==> src/rtl/datapath_sequencer_if.sv <==
// Panel-to-sequencer bundle: panel step/run/mode inputs plus the datapath write
// controls, display select and queue status driven back by the sequencer.
interface datapath_sequencer_if #(
    parameter int QDEPTH = 8
);
    localparam int CW = $clog2(QDEPTH) + 1;

    logic          next;
    logic          start;
    logic [2:0]    MS;
    logic          W1;
    logic          WE;
    logic [2:0]    MS_out;
    logic [1:0]    LEDsel;
    logic          Done_out;
    logic          busy;
    logic [CW-1:0] q_count;
    logic          q_full;
    logic          q_empty;
    logic          err;

    modport master (
        output next, start, MS,
        input  W1, WE, MS_out, LEDsel, Done_out, busy, q_count, q_full, q_empty, err
    );

    modport slave (
        input  next, start, MS,
        output W1, WE, MS_out, LEDsel, Done_out, busy, q_count, q_full, q_empty, err
    );
endinterface

==> src/rtl/datapath_sequencer.sv <==
// Queues ALU mode codes from the panel and, on start, loads Din then replays each
// queued code through EXEC/WB/SHOW, writing every result back into the accumulator.
module datapath_sequencer #(
    parameter int HOLD_CYCLES = 4,
    parameter int QDEPTH      = 8
) (
    input  logic                clk,
    input  logic                clear,
    datapath_sequencer_if.slave bus
);
    localparam int PW = $clog2(QDEPTH);
    localparam int CW = PW + 1;
    localparam int HW = $clog2(HOLD_CYCLES + 1);

    typedef enum logic [2:0] {IDLE, LOAD, EXEC, WB, SHOW, DONE} state_t;

    state_t        state_q, state_d;
    logic          nextPrev_q, startPrev_q;
    logic [2:0]    fifo_q [QDEPTH];
    logic [PW-1:0] rdPtr_q, wrPtr_q;
    logic [CW-1:0] count_q;
    logic [HW-1:0] hold_q;
    logic          err_q;
    logic [2:0]    lastCode_q;
    logic          w1_q, we_q, done_q, busy_q;
    logic [1:0]    ledSel_q;

    logic          nedge, sedge, full, empty, push, pop, runGo;
    logic [2:0]    head;

    assign nedge = bus.next & ~nextPrev_q;
    assign sedge = bus.start & ~startPrev_q;
    assign full  = (count_q == CW'(QDEPTH));
    assign empty = (count_q == '0);
    assign head  = fifo_q[rdPtr_q];
    assign push  = (state_q == IDLE) && nedge && !full;
    assign pop   = (state_q == SHOW) && (hold_q == '0);
    // A push landing on the same edge as start counts toward a non-empty queue.
    assign runGo = (state_q == IDLE) && sedge && (!empty || push);

    always_comb begin
        state_d = state_q;
        unique case (state_q)
            IDLE:    if (runGo) state_d = LOAD;
            LOAD:    state_d = EXEC;
            EXEC:    state_d = WB;
            WB:      state_d = SHOW;
            SHOW:    if (pop) state_d = (count_q > CW'(1)) ? EXEC : DONE;
            DONE:    if (nedge || sedge) state_d = IDLE;
            default: state_d = IDLE;
        endcase
    end

    // Outputs are registered from the next state so they line up with state_q.
    always_ff @(posedge clk or posedge clear) begin
        if (clear) begin
            state_q  <= IDLE;
            hold_q   <= '0;
            w1_q     <= 1'b0;
            we_q     <= 1'b0;
            done_q   <= 1'b0;
            busy_q   <= 1'b0;
            ledSel_q <= 2'd0;
        end else begin
            state_q <= state_d;
            w1_q    <= (state_d == WB);
            we_q    <= (state_d == LOAD) || (state_d == WB);
            done_q  <= (state_d == DONE);
            busy_q  <= state_d inside {LOAD, EXEC, WB, SHOW};
            case (state_d)
                IDLE:           ledSel_q <= 2'd0;
                LOAD, EXEC, WB: ledSel_q <= 2'd1;
                SHOW:           ledSel_q <= 2'd2;
                default:        ledSel_q <= 2'd3;
            endcase
            if (state_q == WB) begin
                hold_q <= HW'(HOLD_CYCLES - 1);
            end else if ((state_q == SHOW) && (hold_q != '0)) begin
                hold_q <= hold_q - 1'b1;
            end
        end
    end

    always_ff @(posedge clk or posedge clear) begin
        if (clear) begin
            nextPrev_q  <= 1'b1;
            startPrev_q <= 1'b1;
            rdPtr_q     <= '0;
            wrPtr_q     <= '0;
            count_q     <= '0;
            err_q       <= 1'b0;
            lastCode_q  <= 3'd0;
        end else begin
            nextPrev_q  <= bus.next;
            startPrev_q <= bus.start;
            if (push) begin
                wrPtr_q <= wrPtr_q + 1'b1;
                count_q <= count_q + 1'b1;
            end else if (pop) begin
                rdPtr_q    <= rdPtr_q + 1'b1;
                count_q    <= count_q - 1'b1;
                lastCode_q <= head;
            end
            if (runGo) begin
                err_q <= 1'b0;
            end else if ((state_q == IDLE) && nedge && full) begin
                err_q <= 1'b1;
            end
        end
    end

    always_ff @(posedge clk) begin
        if (push) begin
            fifo_q[wrPtr_q] <= bus.MS;
        end
    end

    assign bus.MS_out   = (state_q == IDLE) ? bus.MS :
                          (state_q == DONE) ? lastCode_q : head;
    assign bus.W1       = w1_q;
    assign bus.WE       = we_q;
    assign bus.LEDsel   = ledSel_q;
    assign bus.Done_out = done_q;
    assign bus.busy     = busy_q;
    assign bus.q_count  = count_q;
    assign bus.q_full   = full;
    assign bus.q_empty  = empty;
    assign bus.err      = err_q;
endmodule

==> src/flat_wrapper.sv <==
// flat-port wrapper written by rule: the top's interface ports become plain ports
module datapath_sequencer_flat 
#(
    parameter int HOLD_CYCLES = 4,
    parameter int QDEPTH      = 8
)
  (clk, clear, bus_next, bus_start, bus_MS, bus_W1, bus_WE, bus_MS_out, bus_LEDsel, bus_Done_out, bus_busy, bus_q_count, bus_q_full, bus_q_empty, bus_err);
  datapath_sequencer_if #(.QDEPTH(QDEPTH)) bus_i ();
  input  logic clk;
  input  logic clear;
  input wire logic [$bits(bus_i.next)-1:0] bus_next;
  input wire logic [$bits(bus_i.start)-1:0] bus_start;
  input wire logic [$bits(bus_i.MS)-1:0] bus_MS;
  output wire logic [$bits(bus_i.W1)-1:0] bus_W1;
  output wire logic [$bits(bus_i.WE)-1:0] bus_WE;
  output wire logic [$bits(bus_i.MS_out)-1:0] bus_MS_out;
  output wire logic [$bits(bus_i.LEDsel)-1:0] bus_LEDsel;
  output wire logic [$bits(bus_i.Done_out)-1:0] bus_Done_out;
  output wire logic [$bits(bus_i.busy)-1:0] bus_busy;
  output wire logic [$bits(bus_i.q_count)-1:0] bus_q_count;
  output wire logic [$bits(bus_i.q_full)-1:0] bus_q_full;
  output wire logic [$bits(bus_i.q_empty)-1:0] bus_q_empty;
  output wire logic [$bits(bus_i.err)-1:0] bus_err;
  assign bus_i.next = bus_next;
  assign bus_i.start = bus_start;
  assign bus_i.MS = bus_MS;
  assign bus_W1 = bus_i.W1;
  assign bus_WE = bus_i.WE;
  assign bus_MS_out = bus_i.MS_out;
  assign bus_LEDsel = bus_i.LEDsel;
  assign bus_Done_out = bus_i.Done_out;
  assign bus_busy = bus_i.busy;
  assign bus_q_count = bus_i.q_count;
  assign bus_q_full = bus_i.q_full;
  assign bus_q_empty = bus_i.q_empty;
  assign bus_err = bus_i.err;
  datapath_sequencer #(.HOLD_CYCLES(HOLD_CYCLES), .QDEPTH(QDEPTH)) u_core (.clk(clk), .clear(clear), .bus(bus_i));
endmodule
==> config.mk <==
export PLATFORM = sky130hd
export DESIGN_NAME = datapath_sequencer_flat
export DESIGN_NICKNAME = d
export VERILOG_FILES = /design/src/rtl/datapath_sequencer_if.sv /design/src/rtl/datapath_sequencer.sv /design/src/flat_wrapper.sv
export SDC_FILE = /design/constraint.sdc
export NUM_CORES = 1
export LEC_CHECK = 0
export CORE_UTILIZATION = 35
export CTS_BUF_LIST = sky130_fd_sc_hd__clkbuf_16
export DETAILED_ROUTE_END_ITERATION = 8
export GPL_ROUTABILITY_DRIVEN = 0
export PLACE_DENSITY = 0.52
export SLEW_MARGIN = 20
export SYNTH_ARGS = -nofsm -noshare
export SYNTH_HDL_FRONTEND = slang
export SYNTH_SLANG_ARGS = --single-unit
==> constraint.sdc <==
create_clock -name clk -period 2.9 [get_ports clk]
set_clock_uncertainty 0.1 [all_clocks]
set_input_delay 0.87 -clock clk [delete_from_list [all_inputs] [get_ports clk]]
set_output_delay 0.87 -clock clk [all_outputs]
set_load 0.01 [all_outputs]
==> results of run 1 <==
## power by group
group	switching (mW)	internal [mW]	total (mW)	leakage, nW
clock network	0.248	0.312	0.560	0.0762
registers	0.183	0.934	1.12	0.562
logic	0.514	0.633	1.15	0.612
## stage by stage
step | utilization [%] | TNS [ps] | instances | hold WS (ps) | power, mW
4_1_cts | 46.4 | 0 | 314 | 393 | 2.79
3_3_place_gp | 43.3 | -249 | 297 | 364 | 2.14
3_5_place_dp | 43.3 | -248 | 297 | 376 | 2.16
6_report | 46.8 | 0 | 315 | 394 | 2.82
5_1_grt | 46.8 | -66.9 | 315 | 407 | 3.00
2_1_floorplan | - | 0 | 188 | 345 | 1.70
## final timing paths
kind                                 startpoint                   end  slack (ps)  depth (start not counted)
max                           u_core.rdPtr_q[1]         bus_MS_out[2]          20                          6
min                        u_core.lastCode_q[0]  u_core.lastCode_q[0]         390                          2
max reg2reg                   u_core.rdPtr_q[1]  u_core.lastCode_q[2]         510                         13
min reg2reg                u_core.lastCode_q[0]  u_core.lastCode_q[0]         390                          2
max in group asynchronous                 clear     u_core.nextPrev_q        1520                          3
min in group asynchronous                 clear  u_core.lastCode_q[1]         860                          3
## sequential cells by signal (all words and copies together) (netlist names)
register             cells
u_core.bus.Done_out      1
u_core.bus.LEDsel        2
u_core.bus.W1            1
u_core.bus.WE            1
u_core.bus.busy          1
u_core.bus.err           1
u_core.bus.q_count       4
u_core.fifo_q           24
u_core.hold_q            3
u_core.lastCode_q        3
u_core.nextPrev_q        1
u_core.rdPtr_q           3
u_core.startPrev_q       1
u_core.state_q           3
u_core.wrPtr_q           3
## logic make-up (layout without fill, tap and decap cells)
group,count (synthesis),after routing
simple gates,67,67
flops,52,52
compound gates,28,28
buf+inv,16,66
mux,10,10
fa+ha+maj,8,8
xor+xnor,7,7
## cell usage in the layout (no fill, tap or decap), types with 2 or more instances in the layout
master and n:
buf_6 2, edfxtp_1 24, nand2_1 21, o21ai_0 9, xnor2_1 6, buf_2 3
nor3_1 7, nor2_1 9, dfstp_2 2, buf_4 26, mux2i_2 3, a21o_1 4
clkdlybuf4s50_1 19, nand3b_1 2, inv_1 10, dfrtp_1 26, a21oi_1 4, or3_1 5
mux4_2 6, ha_1 8, clkbuf_16 5, nand3_1 4, nor2b_1 4, nand2b_1 7
## timing repair
item / in CTS / in global routing
resized for setup: 14 / 4
buffers inserted: 9 / 1
pin swaps: 3 / 2
endpoints found under the setup margin: 3 / 3
## layer usage
layer | share of wire, % | wire length [um] | track usage [%] | vias up
li1 | - | - | - | 768
met5 | 0 | 0 | 0 | -
met3 | 3.7 | 184 | 3.05 | 6
met4 | 1.7 | 87 | 6.27 | 0
met2 | 48 | 2430 | 25.4 | 39
met1 | 46 | 2310 | 19.7 | 793
## cell type report
class	instances	area, um2
multi-input cells	120	893
well taps	77	96.3
repair buffers	50	423
clock buffers	5	125
inverters	8	30.0
fillers	567	3420
flip-flops and latches	52	1420
clock inverters	3	12.5
## worst reg2reg max path, cell delays in order (launching register included)
cell and delay [ps]:
dfrtp_1 380, buf_6 140, mux4_2 520, mux2i_2 200, buf_4 150, buf_4 90, buf_4 100, buf_4 100
buf_4 90, buf_4 90, buf_4 90, buf_4 90, buf_4 90, o21ai_0 60
==> results.py, run 1 <==
metrics = {
    "place": {
        "detailedPlace.worstSlack_ps": -107,
        "detailedPlacementHpwl_mm": 3.49,
        "number_of_input_and_output_port_buffers_inserted": 22,
        "dpl_cell_area_um2": 2780,
    },
    "sta": {
        "max_freq_ghz": 0.348,
        "hold_violations": 0,
        "final.period_utilization_pct": 99.2,
        "fin_crit_ps": 2880,
        "max_slew_margin_pct": 64.6,
        "rsz_0062_raised_after_global_routing": "yes",
        "final_max_slew_viol_count": 0,
        "finalWorstSetupSlack_ps": 23.8,
        "setup-violations-final": 0,
        "tightestPinTransition_ps": 530,
    },
    "die": {
        "die_area_um2": 7090,
        "die_h_um": 84.2,
        "std_cell_rows": 29,
        "core_um2": 6420,
        "die_width_um": 84.2,
        "pin_count": 23,
        "initial_utilization_pct": 36.8,
    },
    "run": {
        "cap_viol_max_count": 0,
    },
    "clocking": {
        "cts_made_buffers": 5,
        "clock_insertion_delay_worst_skew_ps": 280,
        "htree_num_levels": 2,
        "clock-sinks": 52,
        "clock_tree.buffer_depth": 2,
        "clk_transition_reported_paths_ps": 70,
        "ctsHoldBuffers": 0,
        "cts_root_buffer": "clkbuf_16",
        "tritoncts": "built",
    },
    "drt": {
        "initialDrtViolationCount": 52,
        "finalWirelength_mm": 5.01,
        "routed_via_density": 5.10,
        "routed-via-count": 1606,
        "antenna_left": 0,
        "wire_length_per_cell_after_detailed_routing_um": 15.9,
        "remaining_drc_errors": 4,
        "first_pass_iters": 6,
    },
    "setup_path": {
        "maximum_fanout_count_along_the_critical_path": 4,
        "worstPathRequired_ps": 1930,
        "timing_worst_setup_path_type": "flop to output port",
        "max_stage_delay_ps": 520,
        "cp_data_arrival_time_ps": 1910,
        "crit_buf_inv": 2,
        "critical_path.slowest_cell": "mux4_2",
        "critical_path.endpoint_type": "output port",
        "worst_setup_path_start_kind": "flop",
        "critical_path_cell_by_cell": "buf_6 -> mux4_2 -> mux2i_2 -> a21oi_1 -> a21o_1 -> buf_2",
        "path_delay_family": "multiplexers",
    },
    "final_layout": {
        "finalInstanceArea_um2": 3000,
        "antenna-diode-count": 0,
        "syn2layout_area_growth_pct": 27.0,
        "final_layout_size_suffix_gt1_share_pct": 22.3,
        "final_nets": 252,
    },
    "min_path": {
        "worstHoldPathType": "flop to flop",
    },
    "grt": {
        "grt_pass1_vias": 1699,
        "grt_max_degree": 29,
        "grt.overflow.total": 0,
        "grt_antenna_before_repair": 0,
        "grt_pass1_wl_mm": 8.40,
        "grt_usage_pct": 15.3,
    },
    "synthesis": {
        "synth-async-reset-ratio_pct": 53.8,
        "synth_enable_flop_cells": 24,
        "synth_xor_xnor_area_share_pct": 2.59,
        "complex_gate_fraction_of_the_synthesized_area_pct": 7.93,
        "synthMuxAreaShare_pct": 7.40,
        "largest_family_of_logic_cells_by_synthesized_area": "simple AND/OR/NAND/NOR gates",
        "synth-simple-area-share_pct": 15.0,
        "yosys.cell_count.top_type": "dfrtp_1",
        "avgSynthCellArea_um2": 12.6,
        "netlist-cell-type-count": 40,
        "synth.ff_latch_count": 52,
        "netlist_top_cells_count": "dfrtp_1 (26), edfxtp_1 (24), nand2_1 (21)",
        "synth_top_area_share_pct": 30.5,
        "synth_top_area_cell": "edfxtp_1",
        "yosysWarningCount": 0,
        "post_synth_inst_count": 188,
        "syn_nets": 203,
        "post_synth_fa_ha_maj_area_fraction_pct": 4.23,
        "cell_area_after_technology_mapping_um2": 2370,
        "yosys_most_used_dff": "dfrtp_1",
        "synth.yosys.seq_area_share_pct": 60.2,
        "largest_cells_by_area_after_synthesis": "edfxtp_1 (30%), dfrtp_1 (27%), mux4_2 (5.7%)",
    },
    "status": {
        "failed_checks": "design-rule violations",
        "outcome": "finished, violations left",
    },
    "power": {
        "peakVddDrop_v": 0.000392,
        "leakagePower_nw": 1.25,
        "p_per_area_nw_per_um2": 940,
    },
}
Note: power is estimated with default switching activity, not from simulation.
==> run 2, diff against run 1 <==
--- a/config.mk
+++ b/config.mk
@@ -8,8 +8,10 @@
 export CORE_UTILIZATION = 35
 export CTS_BUF_LIST = sky130_fd_sc_hd__clkbuf_16
 export DETAILED_ROUTE_END_ITERATION = 8
+export DONT_BUFFER_PORTS = 1
 export GPL_ROUTABILITY_DRIVEN = 0
-export PLACE_DENSITY = 0.52
+export MAX_ROUTING_LAYER = met4
+export PLACE_DENSITY = 0.48
 export SLEW_MARGIN = 20
 export SYNTH_ARGS = -nofsm -noshare
 export SYNTH_HDL_FRONTEND = slang
==> run 2 against run 1 <==
Sequential power hardly changed. Largest cell class unchanged. Non-clock buffer count is 43 lower. Design area is 12% lower. Fmax is 3.3% higher. Critical endpoint is now bus_MS_out[1]. Register-to-register slack worse by 220 ps. Clock-buffer cell count stayed put. Routed wire length is 8.3% lower. The flow now finishes without violations. Flip-flop and latch count stayed put.
==> results.py, run 2 (same netlist as run 1, synthesis figures left out) <==
metrics = {
    "status": {
        "outcome": "finished clean",
    },
    "min_path": {
        "worstHoldPathType": "input pin to asynchronous set/reset pin",
    },
    "final_layout": {
        "layoutNonFillerInstCount": 272,
        "commonest_cells_after_routing_fill_and_taps_aside": "dfrtp_1 (25), edfxtp_1 (24), nand2_1 (21)",
        "leading_cell_type_in_the_layout_fill_and_taps_excluded": "dfrtp_1",
        "largest_register_ffs": 24,
        "registers.top_by_ff_count": "u_core.fifo_q",
        "fillerInstances": 602,
        "antenna-diode-count": 0,
        "final_layout_size_suffix_gt1_share_pct": 14.4,
        "final_nets": 209,
        "syn2layout_area_growth_pct": 11.4,
    },
    "setup_path": {
        "timing_worst_setup_path_type": "flop to output port",
        "worst-r2r-cell-count": 5,
        "worst_setup_path_start_kind": "flop",
        "critical_path.endpoint_type": "output port",
        "critical_path_cell_by_cell": "mux4_2 -> mux2i_1 -> a21oi_1 -> a21o_1",
        "path_delay_family": "multiplexers",
        "worstPathRequired_ps": 1930,
        "critical_path.slowest_cell": "mux4_2",
        "maximum_fanout_count_along_the_critical_path": 8,
        "crit_buf_inv": 0,
        "crit-reg2reg-launch": "u_core.bus.q_count[1]",
        "critical_path.reg2reg.endpoint": "u_core.fifo_q[4][1]",
        "cp_data_arrival_time_ps": 1810,
        "worst-r2r-setup-slack_ps": 290,
        "max_stage_delay_ps": 520,
    },
    "power": {
        "leakagePower_nw": 1.06,
        "peakVddDrop_v": 0.000455,
        "p_per_area_nw_per_um2": 945,
    },
    "clocking": {
        "clk_transition_reported_paths_ps": 70,
        "cts_made_buffers": 5,
        "cts_root_buffer": "clkbuf_16",
        "clock_insertion_delay_worst_skew_ps": 290,
        "ctsHoldBuffers": 0,
        "tritoncts": "built",
        "htree_num_levels": 2,
        "clock_tree.buffer_depth": 2,
        "clock-sinks": 52,
    },
    "sta": {
        "max_freq_ghz": 0.359,
        "rsz_0062_raised_after_global_routing": "no",
        "final.period_utilization_pct": 96.0,
        "final_max_slew_viol_count": 0,
        "setup-violations-final": 0,
        "hold_violations": 0,
        "max_slew_margin_pct": 63.6,
        "fin_crit_ps": 2780,
        "tns_ps": 0,
        "tightestPinTransition_ps": 542,
    },
    "drt": {
        "routed-via-count": 1427,
        "wire_length_per_cell_after_detailed_routing_um": 16.9,
        "remaining_drc_errors": 0,
        "finalWirelength_mm": 4.59,
        "initialDrtViolationCount": 56,
        "first_pass_iters": 4,
        "antenna_left": 0,
        "routed_via_density": 5.25,
    },
    "grt": {
        "grt_pass1_wl_mm": 7.51,
        "grt_max_degree": 24,
        "grt_pass1_vias": 1451,
        "grt_usage_pct": 14.5,
        "grt_antenna_before_repair": 0,
        "grt.overflow.total": 0,
    },
    "die": {
        "pin_count": 23,
        "die_area_um2": 7090,
        "die_h_um": 84.2,
        "initial_utilization_pct": 36.8,
        "std_cell_rows": 29,
        "core_um2": 6420,
        "die_width_um": 84.2,
    },
    "place": {
        "detailedPlacementHpwl_mm": 3.43,
        "place_inst": 264,
        "number_of_input_and_output_port_buffers_inserted": 0,
    },
    "run": {
        "cap_viol_max_count": 0,
    },
}
[run 2: changes by cell type in the layout (fill, tap and decap cells not counted), moves of 2 or more]
cell and change:
buf_6 -2, mux2i_2 -3, inv_1 -2, buf_2 -3, clkdlybuf4s50_1 -19, buf_4 -19, mux2i_1 +3
[run 2: area by class of cell]
| class | instances | area, um2 | share of cell area [%] |
|---|---|---|---|
| Timing Repair Buffer | 7 | 52.6 | 1.99 |
| Clock inverter | 3 | 27.5 | 1.04 |
| Clock buffer | 5 | 125 | 4.75 |
| Inverter | 8 | 30.0 | 1.14 |
| Tap cell | 77 | 96.3 | 3.66 |
| Sequential cell | 52 | 1430 | 54.1 |
| Multi-Input combinational cell | 120 | 878 | 33.3 |
[run 2: worst max-delay path by stage]
| stage | start | to | slack, ps | cells after the start |
|---|---|---|---|---|
| 2_1_floorplan | u_core.rdPtr_q[1] | bus_MS_out[1] | 470 | 5 |
| 5_1_grt | u_core.rdPtr_q[1] | bus_MS_out[0] | 10 | 4 |
| 4_1_cts | u_core.rdPtr_q[1] | bus_MS_out[1] | 100 | 4 |
| 3_3_place_gp | u_core.rdPtr_q[1] | bus_MS_out[1] | 330 | 4 |
| 6_report | u_core.rdPtr_q[1] | bus_MS_out[1] | 120 | 4 |
| 3_5_place_dp | u_core.bus.q_count[1] | u_core.fifo_q[6][2] | 270 | 5 |
[run 2: what timing repair did]
item                       CTS  global route
resized for setup            1             0
setup buffers                0             0
setup endpoints to repair    2             0
[run 2: metrics by stage]
step | total power [mW] | utilization [%] | setup WS [ps] | area (um2) | hold slack [ps]
2_1_floorplan | 1.70 | - | 469 | 2370 | 345
3_3_place_gp | 1.89 | 38.6 | 332 | 2480 | 372
3_5_place_dp | 1.91 | 38.6 | 274 | 2480 | 391
4_1_cts | 2.52 | 41.0 | 97.8 | 2640 | 278
5_1_grt | 2.65 | 41.0 | 14.5 | 2640 | 277
6_report | 2.49 | 41.0 | 116 | 2640 | 268
[run 2: power by group]
part	leakage (nW)	total (mW)	switching, mW	internal, mW
clock	0.0719	0.598	0.270	0.327
combinational	0.424	0.750	0.400	0.350
sequential	0.561	1.14	0.208	0.935
[run 2: per-layer routing]
metal,vias up,routed length [um],global-route usage (%),part of all wire (%)
li1,684,-,-,-
met1,706,2120,18.7,46
met2,32,2180,22.5,47
met3,5,223,3.05,4.9
met4,0,68,5.49,1.5
met5,-,0,-,0
==> run 3, diff against run 2 <==
--- a/config.mk
+++ b/config.mk
@@ -5,13 +5,13 @@
 export SDC_FILE = /design/constraint.sdc
 export NUM_CORES = 1
 export LEC_CHECK = 0
-export CORE_UTILIZATION = 35
+export CORE_UTILIZATION = 62
 export CTS_BUF_LIST = sky130_fd_sc_hd__clkbuf_16
 export DETAILED_ROUTE_END_ITERATION = 8
 export DONT_BUFFER_PORTS = 1
 export GPL_ROUTABILITY_DRIVEN = 0
 export MAX_ROUTING_LAYER = met4
-export PLACE_DENSITY = 0.48
+export PLACE_DENSITY = 0.77
 export SLEW_MARGIN = 20
 export SYNTH_ARGS = -nofsm -noshare
 export SYNTH_HDL_FRONTEND = slang
==> run 3 against run 2 <==
Final cell count down 12%. Utilization is 29 points higher. Via count is 0.98% higher. Flip-flop and latch count unchanged. Highest routed layer unchanged.
==> results.py, run 3 (same netlist as run 1, synthesis figures left out) <==
metrics = {
    "status": {
        "outcome": "finished clean",
    },
    "sta": {
        "tns_ps": 0,
        "max_freq_ghz": 0.360,
        "rsz_0062_raised_after_global_routing": "no",
        "final.period_utilization_pct": 95.8,
        "setup-violations-final": 0,
        "max_slew_margin_pct": 58.6,
        "fin_crit_ps": 2780,
        "final_max_slew_viol_count": 0,
        "tightestPinTransition_ps": 616,
        "hold_violations": 0,
    },
    "clocking": {
        "cts.repair_timing.setup_buffer_count": 0,
        "clock_tree.buffer_depth": 2,
        "htree_num_levels": 2,
        "ctsHoldBuffers": 0,
        "clock-sinks": 52,
        "tritoncts": "built",
        "cts_made_buffers": 5,
        "cts_root_buffer": "clkbuf_16",
        "clk_transition_reported_paths_ps": 60,
        "clock_insertion_delay_worst_skew_ps": 280,
    },
    "power": {
        "switchingPower_mw": 0.842,
        "swShare_pct": 33.7,
        "p_seq_share_pct": 46.7,
        "comb_power_share_pct": 27.8,
        "leakagePower_nw": 1.05,
        "peakVddDrop_v": 0.000454,
        "p_per_area_nw_per_um2": 970,
        "p_clk_share_pct": 25.5,
        "cellInternalPower_mw": 1.66,
    },
    "drt": {
        "routed-via-count": 1441,
        "remaining_drc_errors": 0,
        "initialDrtViolationCount": 120,
        "wire_length_per_cell_after_detailed_routing_um": 17.7,
        "antenna_left": 0,
        "first_pass_iters": 4,
        "finalWirelength_mm": 4.24,
        "routed_via_density": 6.03,
    },
    "grt": {
        "grt_pass1_wl_mm": 7.10,
        "grt.overflow.total": 0,
        "grt_usage_pct": 24.8,
        "grt_max_degree": 29,
        "grt_antenna_before_repair": 0,
        "grt_pass1_vias": 1442,
    },
    "setup_path": {
        "critical_path.slowest_cell": "mux4_2",
        "worst_setup_path_start_kind": "flop",
        "critical_path.endpoint_type": "output port",
        "cp_data_arrival_time_ps": 1810,
        "worstPathRequired_ps": 1930,
        "timing_worst_setup_path_type": "flop to output port",
        "critical_path_cell_by_cell": "mux4_2 -> mux2i_1 -> a21oi_1 -> a21o_1",
        "maximum_fanout_count_along_the_critical_path": 8,
        "max_stage_delay_ps": 530,
    },
    "die": {
        "die_area_um2": 4070,
        "initial_utilization_pct": 64.6,
        "die_width_um": 63.8,
        "std_cell_rows": 22,
        "pin_count": 23,
        "core_um2": 3660,
        "die_h_um": 63.8,
    },
    "final_layout": {
        "largest_register_ffs": 24,
        "layoutNonFillerInstCount": 239,
        "commonest_cells_after_routing_fill_and_taps_aside": "dfrtp_1 (25), edfxtp_1 (24), nand2_1 (21)",
        "registers.top_by_ff_count": "u_core.fifo_q",
        "syn2layout_area_growth_pct": 9.04,
        "area.sequential_um2": 1430,
        "final_nets": 205,
        "multi_input_area_um2": 878,
        "antenna-diode-count": 0,
        "leading_cell_type_in_the_layout_fill_and_taps_excluded": "dfrtp_1",
        "fillerInstances": 245,
        "final_layout_size_suffix_gt1_share_pct": 12.0,
    },
    "run": {
        "cap_viol_max_count": 0,
    },
    "min_path": {
        "worstHoldPathType": "flop to flop",
    },
    "place": {
        "place_inst": 231,
        "detailedPlacementHpwl_mm": 3.09,
        "number_of_input_and_output_port_buffers_inserted": 0,
    },
}
[run 3: final timing paths]
path,startpoint,end,slack [ps],depth (start not counted)
max,u_core.rdPtr_q[1],bus_MS_out[0],120,4
min,u_core.lastCode_q[2],u_core.lastCode_q[2],390,2
max reg2reg,u_core.bus.q_count[0],u_core.fifo_q[2][0],320,5
min reg2reg,u_core.lastCode_q[2],u_core.lastCode_q[2],390,2
max in group asynchronous,clear,u_core.startPrev_q,1970,2
min in group asynchronous,clear,u_core.bus.q_count[3],430,2
[run 3: cell type report]
| cell class | instances | area share [%] |
|---|---|---|
| clock buffers | 5 | 4.85 |
| clock inverters | 3 | 1.50 |
| repair buffers | 3 | 0.873 |
| flip-flops and latches | 52 | 55.2 |
| multi-input cells | 120 | 34.0 |
| inverters | 8 | 1.16 |
| well taps | 48 | 2.33 |
[run 3: layer usage]
layer	global-route usage [%]	vias up	share of wire, %
li1	-	675	-
met1	32.6	733	43
met2	38.7	29	51
met3	6.79	4	5.2
met4	6.25	0	0.71
met5	-	-	0
[run 3: power by group through the flow]
stage	sequential (mW)	combinational [mW]	clock, mW
6_report	1.17	0.695	0.639
5_1_grt	1.20	0.776	0.681
4_1_cts	1.17	0.698	0.651
3_5_place_dp	1.18	0.680	0
3_3_place_gp	1.17	0.642	0
2_1_floorplan	1.09	0.617	0
[run 3: timing repair]
| item | in CTS | in global routing |
|---|---|---|
| endpoints found under the hold margin | 0 | 0 |
| setup endpoints to repair | 3 | 0 |
| resized for setup | 1 | 0 |
[run 3: critical path, delay by kind of cell (launching register included)]
| family | cells | cell delay (ps) |
|---|---|---|
| AO/OA/AOI/OAI | 2 | 300 |
| multiplexers | 2 | 740 |
| flip-flops | 1 | 490 |
[run 3: metrics by stage]
step	setup WS, ps	cell area (um2)	util, %	hold slack [ps]	power [mW]
detailed placement	281	2410	66.0	379	1.86
CTS	92.9	2580	70.5	394	2.52
floorplan	469	2370	-	345	1.70
global route	41.4	2580	70.5	420	2.65
global placement	365	2410	66.0	361	1.81
finish	121	2580	70.5	390	2.50
